[src/rtl/user_io_mux_if.sv]
// Wishbone classic slave bus between the management core and the pad crossbar.
interface user_io_mux_if;
  logic        wbs_cyc_i;
  logic        wbs_stb_i;
  logic        wbs_we_i;
  logic [3:0]  wbs_sel_i;
  logic [31:0] wbs_adr_i;
  logic [31:0] wbs_dat_i;
  logic [31:0] wbs_dat_o;
  logic        wbs_ack_o;

  modport master (
    output wbs_cyc_i, wbs_stb_i, wbs_we_i, wbs_sel_i, wbs_adr_i, wbs_dat_i,
    input  wbs_dat_o, wbs_ack_o
  );

  modport slave (
    input  wbs_cyc_i, wbs_stb_i, wbs_we_i, wbs_sel_i, wbs_adr_i, wbs_dat_i,
    output wbs_dat_o, wbs_ack_o
  );
endinterface

[src/rtl/user_io_mux.sv]
// GPIO crossbar: routes each pad to one user core, with shadowed selects applied
// atomically by a commit that tri-states changing pads for a guard window first.
module user_io_mux #(
  parameter int unsigned N_CORES      = 2,
  parameter int unsigned NUM_IO       = 38,
  parameter int unsigned GUARD_CYCLES = 4,
  parameter logic [31:0] BASE_ADDR    = 32'h3000_0000
) (
  input  logic                        wb_clk_i,
  input  logic                        wb_rst_i,
  user_io_mux_if.slave                wb,
  input  logic [NUM_IO-1:0]           io_in,
  output logic [NUM_IO-1:0]           io_out,
  output logic [NUM_IO-1:0]           io_oeb,
  output logic [N_CORES*NUM_IO-1:0]   core_io_in,
  input  logic [N_CORES*NUM_IO-1:0]   core_io_out,
  input  logic [N_CORES*NUM_IO-1:0]   core_io_oeb,
  output logic                        busy
);

  localparam int unsigned MAX_PADS = 64;
  localparam int unsigned CNT_W    = 8;

  typedef enum logic [1:0] {S_IDLE, S_GUARD, S_APPLY} state_t;

  state_t             state_q, next_state;
  logic [CNT_W-1:0]   cnt_q, cnt_d;
  logic               load_pending, do_apply;

  logic [3:0] shadow_q  [NUM_IO];
  logic [3:0] pending_q [NUM_IO];
  logic [3:0] active_q  [NUM_IO];
  logic [3:0] shadow_ext [MAX_PADS];
  logic [3:0] active_ext [MAX_PADS];

  logic        hit, req, wr, commit_req;
  logic [5:0]  word;
  logic [31:0] rd_data;
  logic        unused_adr;

  // Bus decode: one request per ack, so a held strobe is served every other cycle
  assign hit        = (wb.wbs_adr_i[31:8] == BASE_ADDR[31:8]);
  assign req        = wb.wbs_cyc_i & wb.wbs_stb_i & hit & ~wb.wbs_ack_o;
  assign wr         = req & wb.wbs_we_i;
  assign word       = wb.wbs_adr_i[7:2];
  assign commit_req = wr & (word == 6'h10) & wb.wbs_dat_i[0];
  assign unused_adr = ^wb.wbs_adr_i[1:0];

  always_ff @(posedge wb_clk_i) begin
    if (wb_rst_i) begin
      wb.wbs_ack_o <= 1'b0;
      wb.wbs_dat_o <= '0;
    end else begin
      wb.wbs_ack_o <= req;
      wb.wbs_dat_o <= (req && !wb.wbs_we_i) ? rd_data : 32'd0;
    end
  end

  // Read mux; padded banks make words past NUM_IO read as zero
  always_comb begin
    rd_data = '0;
    case (word[5:3])
      3'd0: for (int j = 0; j < 8; j++) rd_data[4*j +: 4] = shadow_ext[{word[2:0], 3'(j)}];
      3'd1: for (int j = 0; j < 8; j++) rd_data[4*j +: 4] = active_ext[{word[2:0], 3'(j)}];
      3'd2: if (word[2:0] == 3'd1) rd_data = {31'd0, busy};
      default: rd_data = '0;
    endcase
  end

  for (genvar e = 0; e < MAX_PADS; e++) begin : gen_ext
    if (e < NUM_IO) begin : gen_live
      assign shadow_ext[e] = shadow_q[e];
      assign active_ext[e] = active_q[e];
    end else begin : gen_pad_zero
      assign shadow_ext[e] = 4'd0;
      assign active_ext[e] = 4'd0;
    end
  end

  // Commit sequencer state
  always_ff @(posedge wb_clk_i) begin
    if (wb_rst_i) begin
      state_q <= S_IDLE;
      cnt_q   <= '0;
      busy    <= 1'b0;
    end else begin
      state_q <= next_state;
      cnt_q   <= cnt_d;
      busy    <= (next_state != S_IDLE);
    end
  end

  always_comb begin
    next_state   = state_q;
    cnt_d        = cnt_q;
    load_pending = 1'b0;
    do_apply     = 1'b0;
    case (state_q)
      S_IDLE: begin
        if (commit_req) begin
          load_pending = 1'b1;
          cnt_d        = '0;
          next_state   = (GUARD_CYCLES == 0) ? S_APPLY : S_GUARD;
        end
      end
      S_GUARD: begin
        if (cnt_q == CNT_W'(GUARD_CYCLES - 1)) next_state = S_APPLY;
        else                                   cnt_d      = cnt_q + CNT_W'(1);
      end
      S_APPLY: begin
        do_apply   = 1'b1;
        next_state = S_IDLE;
      end
      default: next_state = S_IDLE;
    endcase
  end

  for (genvar p = 0; p < NUM_IO; p++) begin : gen_pad
    logic [N_CORES-1:0] sel_hit, out_k, oeb_k;
    logic               guard;

    // Shadow select nibble, byte lane (p%8)/2 of word p/8
    always_ff @(posedge wb_clk_i) begin
      if (wb_rst_i) begin
        shadow_q[p] <= 4'd0;
      end else if (wr && (word == 6'(p / 8)) && wb.wbs_sel_i[(p % 8) / 2]) begin
        shadow_q[p] <= wb.wbs_dat_i[4*(p % 8) +: 4];
      end
    end

    always_ff @(posedge wb_clk_i) begin
      if (wb_rst_i) begin
        pending_q[p] <= 4'd0;
        active_q[p]  <= 4'd0;
      end else begin
        if (load_pending) pending_q[p] <= shadow_q[p];
        if (do_apply)     active_q[p]  <= pending_q[p];
      end
    end

    for (genvar k = 0; k < N_CORES; k++) begin : gen_core
      assign sel_hit[k]                = (active_q[p] == 4'(k));
      assign out_k[k]                  = core_io_out[k*NUM_IO + p];
      assign oeb_k[k]                  = core_io_oeb[k*NUM_IO + p];
      assign core_io_in[k*NUM_IO + p]  = sel_hit[k] & io_in[p];
    end

    // Only pads whose select is about to change are parked during the guard window
    assign guard     = (state_q == S_GUARD) && (pending_q[p] != active_q[p]);
    assign io_out[p] = ~guard & (|(sel_hit & out_k));
    assign io_oeb[p] = guard | ~(|sel_hit) | (|(sel_hit & oeb_k));
  end

endmodule

[src/flat_wrapper.sv]
// flat-port wrapper written by rule: the top's interface ports become plain ports
module user_io_mux_flat 
#(
  parameter int unsigned N_CORES      = 2,
  parameter int unsigned NUM_IO       = 38,
  parameter int unsigned GUARD_CYCLES = 4,
  parameter logic [31:0] BASE_ADDR    = 32'h3000_0000
)
  (wb_clk_i, wb_rst_i, io_in, io_out, io_oeb, core_io_in, core_io_out, core_io_oeb, busy, wb_wbs_cyc_i, wb_wbs_stb_i, wb_wbs_we_i, wb_wbs_sel_i, wb_wbs_adr_i, wb_wbs_dat_i, wb_wbs_dat_o, wb_wbs_ack_o);
  user_io_mux_if wb_i ();
  input  logic wb_clk_i;
  input  logic wb_rst_i;
  input  logic [NUM_IO-1:0] io_in;
  output logic [NUM_IO-1:0] io_out;
  output logic [NUM_IO-1:0] io_oeb;
  output logic [N_CORES*NUM_IO-1:0] core_io_in;
  input  logic [N_CORES*NUM_IO-1:0] core_io_out;
  input  logic [N_CORES*NUM_IO-1:0] core_io_oeb;
  output logic busy;
  input wire logic [$bits(wb_i.wbs_cyc_i)-1:0] wb_wbs_cyc_i;
  input wire logic [$bits(wb_i.wbs_stb_i)-1:0] wb_wbs_stb_i;
  input wire logic [$bits(wb_i.wbs_we_i)-1:0] wb_wbs_we_i;
  input wire logic [$bits(wb_i.wbs_sel_i)-1:0] wb_wbs_sel_i;
  input wire logic [$bits(wb_i.wbs_adr_i)-1:0] wb_wbs_adr_i;
  input wire logic [$bits(wb_i.wbs_dat_i)-1:0] wb_wbs_dat_i;
  output wire logic [$bits(wb_i.wbs_dat_o)-1:0] wb_wbs_dat_o;
  output wire logic [$bits(wb_i.wbs_ack_o)-1:0] wb_wbs_ack_o;
  assign wb_i.wbs_cyc_i = wb_wbs_cyc_i;
  assign wb_i.wbs_stb_i = wb_wbs_stb_i;
  assign wb_i.wbs_we_i = wb_wbs_we_i;
  assign wb_i.wbs_sel_i = wb_wbs_sel_i;
  assign wb_i.wbs_adr_i = wb_wbs_adr_i;
  assign wb_i.wbs_dat_i = wb_wbs_dat_i;
  assign wb_wbs_dat_o = wb_i.wbs_dat_o;
  assign wb_wbs_ack_o = wb_i.wbs_ack_o;
  user_io_mux #(.N_CORES(N_CORES), .NUM_IO(NUM_IO), .GUARD_CYCLES(GUARD_CYCLES), .BASE_ADDR(BASE_ADDR)) u_core (.wb_clk_i(wb_clk_i), .wb_rst_i(wb_rst_i), .wb(wb_i), .io_in(io_in), .io_out(io_out), .io_oeb(io_oeb), .core_io_in(core_io_in), .core_io_out(core_io_out), .core_io_oeb(core_io_oeb), .busy(busy));
endmodule
[config.mk]
export PLATFORM = sky130hd
export DESIGN_NAME = user_io_mux_flat
export DESIGN_NICKNAME = d
export VERILOG_FILES = /design/src/rtl/user_io_mux_if.sv /design/src/rtl/user_io_mux.sv /design/src/flat_wrapper.sv
export SDC_FILE = /design/constraint.sdc
export NUM_CORES = 1
export LEC_CHECK = 0
export CORE_AREA = 2 2 229 231
export CTS_CLUSTER_SIZE = 28
export DETAILED_ROUTE_END_ITERATION = 8
export DIE_AREA = 0 0 231 233
export PLACE_DENSITY = 0.85
export SYNTH_ARGS = -nofsm -noshare
export SYNTH_HDL_FRONTEND = slang
export SYNTH_SLANG_ARGS = --single-unit
[constraint.sdc]
create_clock -name wb_clk_i -period 7.1 [get_ports wb_clk_i]
set_clock_uncertainty 0.2 [all_clocks]
set_input_delay 1.775 -clock wb_clk_i [delete_from_list [all_inputs] [get_ports wb_clk_i]]
set_output_delay 1.775 -clock wb_clk_i [all_outputs]
set_load 0.005 [all_outputs]
==> reports/metrics.yaml <==
cts_tree: "built"
gr-total-overflow: 0
numCtsBuffers: 51
power.leakage_nw: 11.6
cts_sinks: 500
register_area_sq_um: 14600
yosysSeqAreaShare_pct: 59.5
drv_cap: 0
avgSynthCellArea_sq_um: 12.6
fmax_mhz: 193
syn-num-nets: 2203
nFillCells: 3824
nets: 2603
synthArstFlopShare_pct: 0
cp-end-kind: "primary output"
layout_commonest_cell: "and2_1"
cts_buffer_depth: 3
synth-edff-count: 456
layout_common_cells: "457 x and2_1, 456 x edfxtp_1, 443 x clkdlybuf4s50_1"
synth_top_cell_area_share_pct: 55.9
cts_setup_buffers: 0
grt_usage_pct: 24.0
slew_headroom_pct: 19.0
synthesis.area_sq_um: 24500
path_clk_slew_ns: 0.06
antenna_found_initial: 9
die_w_um: 231
wire_per_inst_um: 21.4
yosys_warnings: 0
hold_class: "flop to flop"
dr_wl_met3_mm: 4.98
crit_required_ns: 5.12
setup_tns_ns: 0
cts.repair.resized: 0
place_hpwl_mm: 46.7
drtPass1Iterations: 7
drcViolationCount: 0
dr_wl_met2_mm: 34.3
yosysTopAreaCell: "edfxtp_1"
finalWeightedCongestion: 0.891
fin_crit_sh_pct: 72.9
multi_input_area_sq_um: 9400
area_delta_synth_final_pct: 27.0
drive_above_1_share_pct: 6.99
netlist-cell-type-count: 48
wl_met1_mm: 24.5
tightestPinTransition_ns: 1.22
ys_ff_latch: 500
ir_drop_uv: 169
drt_iter0_markers: 1626
die_y_um: 233
path_max_fanout: 26
wl_mm: 65.5
run_status: "finished, final reports clean"
path_class: "flop to primary output"
setup-violations-final: 0
root_buffer: "clkbuf_16"
post-route-min-period_ns: 5.17
drv_slew: 0
hold_buffers: 0
ios: 449
viasPerCell: 5.61
grt_setup_unrepaired: "no"
clkLatencyLatePin_ns: 0.58
start_util_pct: 47.9
critical_path.startpoint_type: "flop"
synthCells: 1939
hold_viol: 0
core_sq_um: 51100
grt_pass1_wl_mm: 99.5
num_vias: 17200
cts.htree.levels: 2
grt_pass1_vias: 17700
portBuffers: 446
finalPower_mw: 6.50
die_area_sq_um: 53800
arrival_ns: 3.20
powerDensity_nw_per_um2: 209
synth-main-ff-cell: "edfxtp_1"
row_count: 83
ys_top_cells_by_area: "edfxtp_1 56%, and2_1 12%, mux4_2 5.7%"
grt_max_degree: 99
top_layer_used: "met5"
drtAntennaViolNets: 0
-- power breakdown --
group	total (mW)	switching, mW	internal, mW
sequential	3.40	0.0879	3.31
combinational	0.542	0.237	0.305
clock	2.56	1.09	1.47
total	6.50	1.41	5.09
-- synthesized netlist by cell type, types with 2 or more instances --
cell / number
a311oi_1: 2
nand2_1: 70
mux2i_1: 50
xor2_1: 146
mux4_2: 62
or4_4: 2
buf_6: 2
and2_1: 457
a21oi_1: 12
o21ai_0: 68
a222oi_1: 23
and3b_1: 2
dfxtp_1: 44
buf_1: 5
nor3_4: 2
nand3b_1: 4
nor4_1: 42
and3_1: 42
nor3b_1: 2
clkbuf_1: 93
nor4bb_1: 2
nor4_2: 4
nor2b_1: 41
nand4_1: 4
edfxtp_1: 456
a211o_1: 38
nand3_1: 6
buf_2: 14
inv_1: 23
a21o_1: 19
nor2_1: 133
nand2b_1: 10
nor3_1: 44
-- through the flow --
step	cells	util [%]	hold slack [ns]	setup WS, ns	instance area [sq um]
after CTS	3056	60.8	0.298	1.93	31100
after global placement	2966	57.8	0.269	1.65	29500
after detailed placement	2966	57.8	0.286	1.58	29500
final	3060	60.9	0.297	1.93	31100
after global routing	3060	60.9	0.329	1.83	31100
after floorplan	1939	-	0.251	0.673	24500
-- registers in the layout, indices dropped and copies added, names as in the netlist --
signal,cells
u_core.active_q,152
u_core.cnt_q,8
u_core.wb.wbs_ack_o,1
u_core.shadow_q,152
u_core.busy,1
u_core.state_q,2
u_core.pending_q,152
u_core.wb.wbs_dat_o,32
-- metal layers --
metal	up-vias	GRT usage, %
met4	10	7.18
met5	-	0
met2	753	43.1
met1	8487	29.1
li1	7775	-
met3	143	4.94
-- cell families after synthesis --
kind of cell             count (synthesis)  synth area share [%]
AO/OA/AOI/OAI                          167                  4.75
XOR/XNOR                               146                  5.22
adder cells (fa/ha/maj)                  1                0.0511
buffers and inverters                  138                  2.26
flip-flops                             500                  59.5
multiplexers                           113                  7.79
AND/OR/NAND/NOR                        874                  20.4
-- layout make-up --
type                    count  area share, %
well taps                 680           2.74
clock buffers              72           4.62
clock inverters            18          0.451
diodes                      4         0.0322
multi-input cells        1301           30.2
flip-flops and latches    500           46.9
repair buffers            462           14.8
inverters                  23          0.278
-- path summary, 6_finish.rpt --
| check | start | endpoint | depth (start not counted) | slack (ns) |
|---|---|---|---|---|
| worst max-delay path | u_core.state_q[1] | io_oeb[7] | 5 | 1.93 |
| worst min-delay path | u_core.cnt_q[1] | u_core.cnt_q[1] | 2 | 0.30 |
| worst max register to register | u_core.wb.wbs_ack_o | u_core.shadow_q[5][13] | 5 | 3.78 |
| worst min register to register | u_core.cnt_q[1] | u_core.cnt_q[1] | 2 | 0.30 |
-- critical path, stage by stage, from the launching register on --
cell             delay (ns)
dfxtp_1                0.37
nand2b_2               0.63
buf_4                  0.48
o21ai_0                0.31
a211o_1                0.36
clkdlybuf4s50_1        0.44
(Power assumes the default switching activity.)
